===== config.mk =====
export PLATFORM = sky130hd
export DESIGN_NAME = load_store_unit
export DESIGN_NICKNAME = d
export VERILOG_FILES = /design/src/rtl/load_store_unit.sv
export SDC_FILE = /design/constraint.sdc
export NUM_CORES = 1
export LEC_CHECK = 0
export BUFFER_PORTS_ARGS = -buffer_cell sky130_fd_sc_hd__buf_4
export CORE_ASPECT_RATIO = 1.25
export CORE_UTILIZATION = 52
export CTS_CLUSTER_DIAMETER = 120
export DETAILED_ROUTE_END_ITERATION = 6
export MAX_ROUTING_LAYER = met4
export PLACE_DENSITY_LB_ADDON = 0.05
export REMOVE_ABC_BUFFERS = 1
export SYNTH_ARGS = -nofsm -noshare
export SYNTH_HDL_FRONTEND = slang
export SYNTH_SLANG_ARGS = --single-unit
export TNS_END_PERCENT = 30

===== constraint.sdc =====
create_clock -name clk -period 3 [get_ports clk]
set_clock_uncertainty 0.05 [all_clocks]
set_input_delay 0.75 -clock clk [delete_from_list [all_inputs] [get_ports clk]]
set_output_delay 0.75 -clock clk [all_outputs]
set_load 0.05 [all_outputs]

===== src/rtl/load_store_unit.sv =====
// RV32I load/store unit in front of a word-wide data memory with a combinational read port.
// Byte and halfword stores are done as read-modify-write of the containing word.
module load_store_unit #(
   parameter int unsigned MEM_BYTES = 4096
) (
   input  logic        clk,
   input  logic        rst_n,
   input  logic        req_valid,
   output logic        req_ready,
   input  logic        req_we,
   input  logic [2:0]  req_funct3,
   input  logic [31:0] req_addr,
   input  logic [31:0] req_wdata,
   output logic        rsp_valid,
   output logic [31:0] rsp_rdata,
   output logic        rsp_err,
   output logic        mem_read,
   output logic        mem_write,
   output logic [31:0] mem_addr,
   output logic [31:0] mem_wdata,
   input  logic [31:0] mem_rdata
);

   localparam int unsigned AW = 32;

   typedef enum logic [2:0] {
      IDLE   = 3'd0,
      LOAD   = 3'd1,
      STORE  = 3'd2,
      RMW_RD = 3'd3,
      RMW_WR = 3'd4
   } state_t;

   state_t        state, state_d;
   logic [AW-1:0] addr_q, wdata_q, rmw_q;
   logic [2:0]    funct3_q;
   logic          ready_q;
   logic          accept, bad;
   logic          capture, rmw_capture;
   logic          rsp_valid_d, rsp_err_d;
   logic [31:0]   rsp_rdata_d;
   logic [7:0]    byte_lane;
   logic [15:0]   half_lane;
   logic [31:0]   load_val, merged;

   assign accept    = req_valid && ready_q;
   assign req_ready = ready_q;
   assign mem_addr  = {addr_q[31:2], 2'b00};

   // Reject illegal encodings, misaligned accesses and addresses past the memory.
   always_comb begin
      bad = 1'b0;
      if (req_we) begin
         if (req_funct3 > 3'd2) bad = 1'b1;
      end else begin
         if (req_funct3 == 3'd3 || req_funct3 > 3'd5) bad = 1'b1;
      end
      if (req_funct3[1:0] == 2'd1 && req_addr[0]) bad = 1'b1;
      if (req_funct3[1:0] == 2'd2 && req_addr[1:0] != 2'b00) bad = 1'b1;
      if (req_addr >= AW'(MEM_BYTES)) bad = 1'b1;
   end

   // Lane selection and extension for loads.
   always_comb begin
      byte_lane = mem_rdata[{addr_q[1:0], 3'b000} +: 8];
      half_lane = addr_q[1] ? mem_rdata[31:16] : mem_rdata[15:0];
      case (funct3_q)
         3'd0:    load_val = {{24{byte_lane[7]}}, byte_lane};
         3'd1:    load_val = {{16{half_lane[15]}}, half_lane};
         3'd4:    load_val = {24'd0, byte_lane};
         3'd5:    load_val = {16'd0, half_lane};
         default: load_val = mem_rdata;
      endcase
   end

   // Insert the store lane into the word captured in RMW_RD.
   always_comb begin
      merged = rmw_q;
      if (funct3_q[1:0] == 2'd0) begin
         merged[{addr_q[1:0], 3'b000} +: 8] = wdata_q[7:0];
      end else if (addr_q[1]) begin
         merged[31:16] = wdata_q[15:0];
      end else begin
         merged[15:0] = wdata_q[15:0];
      end
   end

   // Next state, memory strobes and response values.
   always_comb begin
      state_d     = state;
      mem_read    = 1'b0;
      mem_write   = 1'b0;
      mem_wdata   = '0;
      capture     = 1'b0;
      rmw_capture = 1'b0;
      rsp_valid_d = 1'b0;
      rsp_rdata_d = rsp_rdata;
      rsp_err_d   = rsp_err;
      case (state)
         IDLE: begin
            if (accept) begin
               capture = 1'b1;
               if (bad) begin
                  rsp_valid_d = 1'b1;
                  rsp_err_d   = 1'b1;
                  rsp_rdata_d = '0;
               end else if (!req_we) begin
                  state_d = LOAD;
               end else if (req_funct3 == 3'd2) begin
                  state_d = STORE;
               end else begin
                  state_d = RMW_RD;
               end
            end
         end
         LOAD: begin
            mem_read    = 1'b1;
            rsp_valid_d = 1'b1;
            rsp_err_d   = 1'b0;
            rsp_rdata_d = load_val;
            state_d     = IDLE;
         end
         STORE: begin
            mem_write   = 1'b1;
            mem_wdata   = wdata_q;
            rsp_valid_d = 1'b1;
            rsp_err_d   = 1'b0;
            rsp_rdata_d = '0;
            state_d     = IDLE;
         end
         RMW_RD: begin
            mem_read    = 1'b1;
            rmw_capture = 1'b1;
            state_d     = RMW_WR;
         end
         RMW_WR: begin
            mem_write   = 1'b1;
            mem_wdata   = merged;
            rsp_valid_d = 1'b1;
            rsp_err_d   = 1'b0;
            rsp_rdata_d = '0;
            state_d     = IDLE;
         end
         default: state_d = IDLE;
      endcase
   end

   always_ff @(posedge clk or negedge rst_n) begin
      if (!rst_n) state <= IDLE;
      else        state <= state_d;
   end

   // Ready tracks the state being entered, so it stays low during reset.
   always_ff @(posedge clk or negedge rst_n) begin
      if (!rst_n) begin
         ready_q   <= 1'b0;
         addr_q    <= '0;
         wdata_q   <= '0;
         funct3_q  <= '0;
         rmw_q     <= '0;
         rsp_valid <= 1'b0;
         rsp_rdata <= '0;
         rsp_err   <= 1'b0;
      end else begin
         ready_q   <= (state_d == IDLE);
         rsp_valid <= rsp_valid_d;
         rsp_rdata <= rsp_rdata_d;
         rsp_err   <= rsp_err_d;
         if (capture) begin
            addr_q   <= req_addr;
            wdata_q  <= req_wdata;
            funct3_q <= req_funct3;
         end
         if (rmw_capture) rmw_q <= mem_rdata;
      end
   end

endmodule


==> impl_summary.log <==
INFO  metric status = complete, but fails checks
INFO  metric failing_checks = negative setup slack
INFO  metric die_width = between 100 and 150 um
INFO  metric postSynth.asyncResetShare = 100%
INFO  metric detail_route.drc_violations = 0
INFO  metric gp_routability_congestion = 0.919
INFO  metric r2r-start = addr_q[1]
INFO  metric hpwl = 13900 um
INFO  metric mean_area_per_synthesized_cell = 10.7 um2
INFO  metric finalNetCount = ~930
INFO  metric maxSlewHeadroom = 45.1%
INFO  metric grt_overflow_total = 0
INFO  metric cts_tree = done
INFO  metric wl_per_cell = 18.7 um
INFO  metric numPortBuffers = 201
INFO  metric period_share = 101%
INFO  metric grt_pass1_wl = between 20000 and 30000 um
INFO  metric layout_setup_ws = -0.0405 ns
INFO  metric end_of_the_worst_register_to_register_path = rsp_rdata[27]
INFO  metric clock_sink_total = 137
INFO  metric yosysSeqAreaShare = about 50%
INFO  metric place.detailed.instances = just under 1000
INFO  metric clockRootBuffer = sky130_fd_sc_hd__clkbuf_16
INFO  metric layoutNonFillerInstCount = 1004
INFO  metric max_cap_violations = 0
INFO  metric antenna_violations_before_repair = 0
INFO  metric routed_wirelength = between 15000 and 20000 um
INFO  metric setup_violations = 6
INFO  metric detailroute.via_count = 5612
INFO  metric reg2reg_depth = 7
INFO  metric clkSlewWorstSetupHoldPaths = ~0.060 ns
INFO  metric synth_area_leader_cell = sky130_fd_sc_hd__dfrtp_1
INFO  metric fmax = 329 MHz
INFO  metric drive_above_1_share = around 45%
INFO  metric critical_path_peak_fanout = 9
INFO  metric r2r_slack = 0.81 ns
INFO  metric cts-hold-fix-buffers = 0
INFO  metric ys_top_cells_by_area = sky130_fd_sc_hd__dfrtp_1, sky130_fd_sc_hd__mux2_2, sky130_fd_sc_hd__nand2_1, sky130_fd_sc_hd__buf_4, sky130_fd_sc_hd__o22ai_1
INFO  metric drtPass1Iterations = 5
INFO  metric pre_cts_slack = 0.299 ns
INFO  metric final.setup.tns = -0.0846 ns
INFO  metric rsz_0062_raised_after_global_routing = true
INFO  metric number_of_pins_with_negative_max_slew_slack_in_the_final_report = 0
INFO  metric timing.critical_path.to_type = primary output
INFO  metric die_h = 130 um
INFO  metric worstHoldPathType = primary input to async pin
INFO  metric synthDominantCellAreaShare = between 50% and 60%
INFO  metric ys.flop_type = sky130_fd_sc_hd__dfrtp_1
INFO  metric antennaDiodeCount = 0
INFO  metric clkLatencyLatePin = 0.43 ns
INFO  metric synth-edff-count = 0
INFO  metric cp_data_arrival_time = 2.24 ns
INFO  metric ys.warnings.count = 0
INFO  metric fp_rows = 46
INFO  metric criticalPathCategory = flop to primary output
INFO  metric total_count_of_hold_check_failures_in_the_final_report = 0
INFO  metric yosysUniqueCellTypes = 54
INFO  metric final_period_minus_worst_setup_slack = 3.04 ns
INFO  metric cts_made_buffers = 17
INFO  metric critical_path.startpoint_type = flop
INFO  metric cts.path.max_buffers = 2
INFO  metric netlist_instances = 636
INFO  metric synth_area = 6800 um2
INFO  metric power_density_relative_to_cell_area = 546 nW/um2
INFO  metric critical_path_required = 2.20 ns
INFO  metric timing_worst_slew_pin_value = between 0.8 and 0.9 ns
INFO  metric area_delta_synth_final = 35.1%
INFO  metric worst_ir_drop_vdd = 0.460 mV
INFO  metric detail_route.iter0.violations = 233
INFO  metric synth.cells.most_frequent = sky130_fd_sc_hd__dfrtp_1, sky130_fd_sc_hd__nand2_1, sky130_fd_sc_hd__mux2_2, sky130_fd_sc_hd__buf_4, sky130_fd_sc_hd__o22ai_1
INFO  metric grtUsageTotal = 29.3%
INFO  metric drtAntennaViolNets = 0
INFO  metric dieArea = 13500 um2
INFO  metric grt_max_degree = 71
INFO  metric start_util = 53.5%
INFO  metric vias_in_the_first_global_route = 5834
INFO  metric drt-vias-per-instance = between 5 and 6
INFO  metric htreeDepth = 4
INFO  metric synthMostInstantiatedCell = sky130_fd_sc_hd__dfrtp_1
INFO  metric standard_cell_core_area = roughly 13000 um2
INFO  metric boundaryPins = 204
INFO  metric p_leak = 4.24 nW
INFO  metric layout.filler_cells = 923
INFO  metric synth.ff_latch_count = 137
-- registers in the layout (all words and copies together), names as in the netlist --
name / count
addr_q: 32
rmw_q: 32
rsp_rdata: 32
wdata_q: 32
funct3_q: 3
state: 3
req_ready: 1
rsp_err: 1
rsp_valid: 1
-- stage by stage --
step	power, mW	instance area, um2	hold slack [ns]	utilization [%]
after floorplan	2.46	6390	0.387	-
after global placement	2.79	8360	0.416	65.8
after detailed placement	2.81	8360	0.405	65.8
after CTS	5.04	9080	0.313	71.4
after global routing	5.20	9190	0.340	72.2
final	5.02	9190	0.282	72.2
-- cells in the final DEF (no fill, tap or decap), types with 3 or more instances in the layout --
cell,instances
sky130_fd_sc_hd__a21oi_1,11
sky130_fd_sc_hd__a221oi_1,4
sky130_fd_sc_hd__a221oi_2,5
sky130_fd_sc_hd__a22o_1,16
sky130_fd_sc_hd__a22oi_1,16
sky130_fd_sc_hd__buf_4,218
sky130_fd_sc_hd__buf_6,19
sky130_fd_sc_hd__bufinv_16,4
sky130_fd_sc_hd__clkbuf_16,17
sky130_fd_sc_hd__clkinv_2,3
sky130_fd_sc_hd__clkinvlp_4,4
sky130_fd_sc_hd__dfrtp_1,137
sky130_fd_sc_hd__inv_1,4
sky130_fd_sc_hd__mux2_2,77
sky130_fd_sc_hd__mux2i_1,16
sky130_fd_sc_hd__nand2_1,109
sky130_fd_sc_hd__nand2b_1,5
sky130_fd_sc_hd__nor2_1,27
sky130_fd_sc_hd__nor2b_1,11
sky130_fd_sc_hd__nor3_1,9
sky130_fd_sc_hd__nor3b_1,3
sky130_fd_sc_hd__nor3b_2,3
sky130_fd_sc_hd__nor4_1,5
sky130_fd_sc_hd__o211ai_1,7
sky130_fd_sc_hd__o21ai_0,13
sky130_fd_sc_hd__o21ai_1,8
sky130_fd_sc_hd__o22ai_1,32
sky130_fd_sc_hd__o2bb2ai_1,7
-- power by group --
part | leakage [nW] | internal, mW | switching, mW
clock | 0.296 | 1.39 | 0.809
combinational | 2.30 | 0.349 | 0.455
sequential | 1.65 | 1.94 | 0.0732
-- worst max-delay path by stage --
stage / startpoint / to / slack, ns / depth (start not counted)
2_1_floorplan: addr_q[1] / mem_wdata[16] / -1.03 / 6
5_1_grt: addr_q[0] / mem_wdata[28] / -0.14 / 8
6_report: addr_q[0] / mem_wdata[27] / -0.04 / 8
3_5_place_dp: addr_q[1] / mem_wdata[9] / 0.30 / 8
4_1_cts: addr_q[1] / mem_wdata[31] / -0.03 / 8
3_3_place_gp: addr_q[1] / mem_wdata[15] / 0.32 / 8
-- kinds of logic (layout without fill, tap and decap cells) --
kind of cell	count (synthesis)	in the layout	synth area share, %
AOI/OAI and AO/OA	134	134	14.0
adders and majority gates	5	5	0.920
buffers and inverters	78	277	6.46
DFF	137	137	50.4
muxes	94	94	15.4
other	1	2	0.0551
and+or+nand+nor	187	187	12.7
-- metal layers --
layer / GRT usage, % / vias up / routed length, um
li1: - / 2618 / -
met1: 35.0 / 2737 / 7690
met2: 48.7 / 222 / 9510
met3: 6.74 / 35 / 1120
met4: 10.9 / 0 / 431
met5: - / - / 0
-- worst max-delay path, cell delays in order, from the launching register on --
cell	delay [ns]
sky130_fd_sc_hd__dfrtp_1	0.40
sky130_fd_sc_hd__buf_6	0.15
sky130_fd_sc_hd__ha_1	0.21
sky130_fd_sc_hd__nor4bb_2	0.17
sky130_fd_sc_hd__buf_4	0.18
sky130_fd_sc_hd__a221oi_1	0.28
sky130_fd_sc_hd__a21oi_1	0.08
sky130_fd_sc_hd__a22o_1	0.20
sky130_fd_sc_hd__buf_6	0.15
-- area by class of cell --
type | instances | area (um2) | share of cell area (%)
clock buffers | 17 | 425 | 4.63
clock inverters | 15 | 200 | 2.18
inverters | 6 | 22.5 | 0.245
multi-input cells | 422 | 3020 | 32.9
flip-flops and latches | 137 | 3430 | 37.3
well taps | 168 | 210 | 2.29
repair buffers | 239 | 1880 | 20.5
-- what timing repair did --
item                       in CTS  in global routing
gates resized for setup        18                 27
pin swaps                       3                  5
setup endpoints to repair      31                 32
setup buffers                   4                  2
Note: power is estimated with default switching activity, not from simulation.
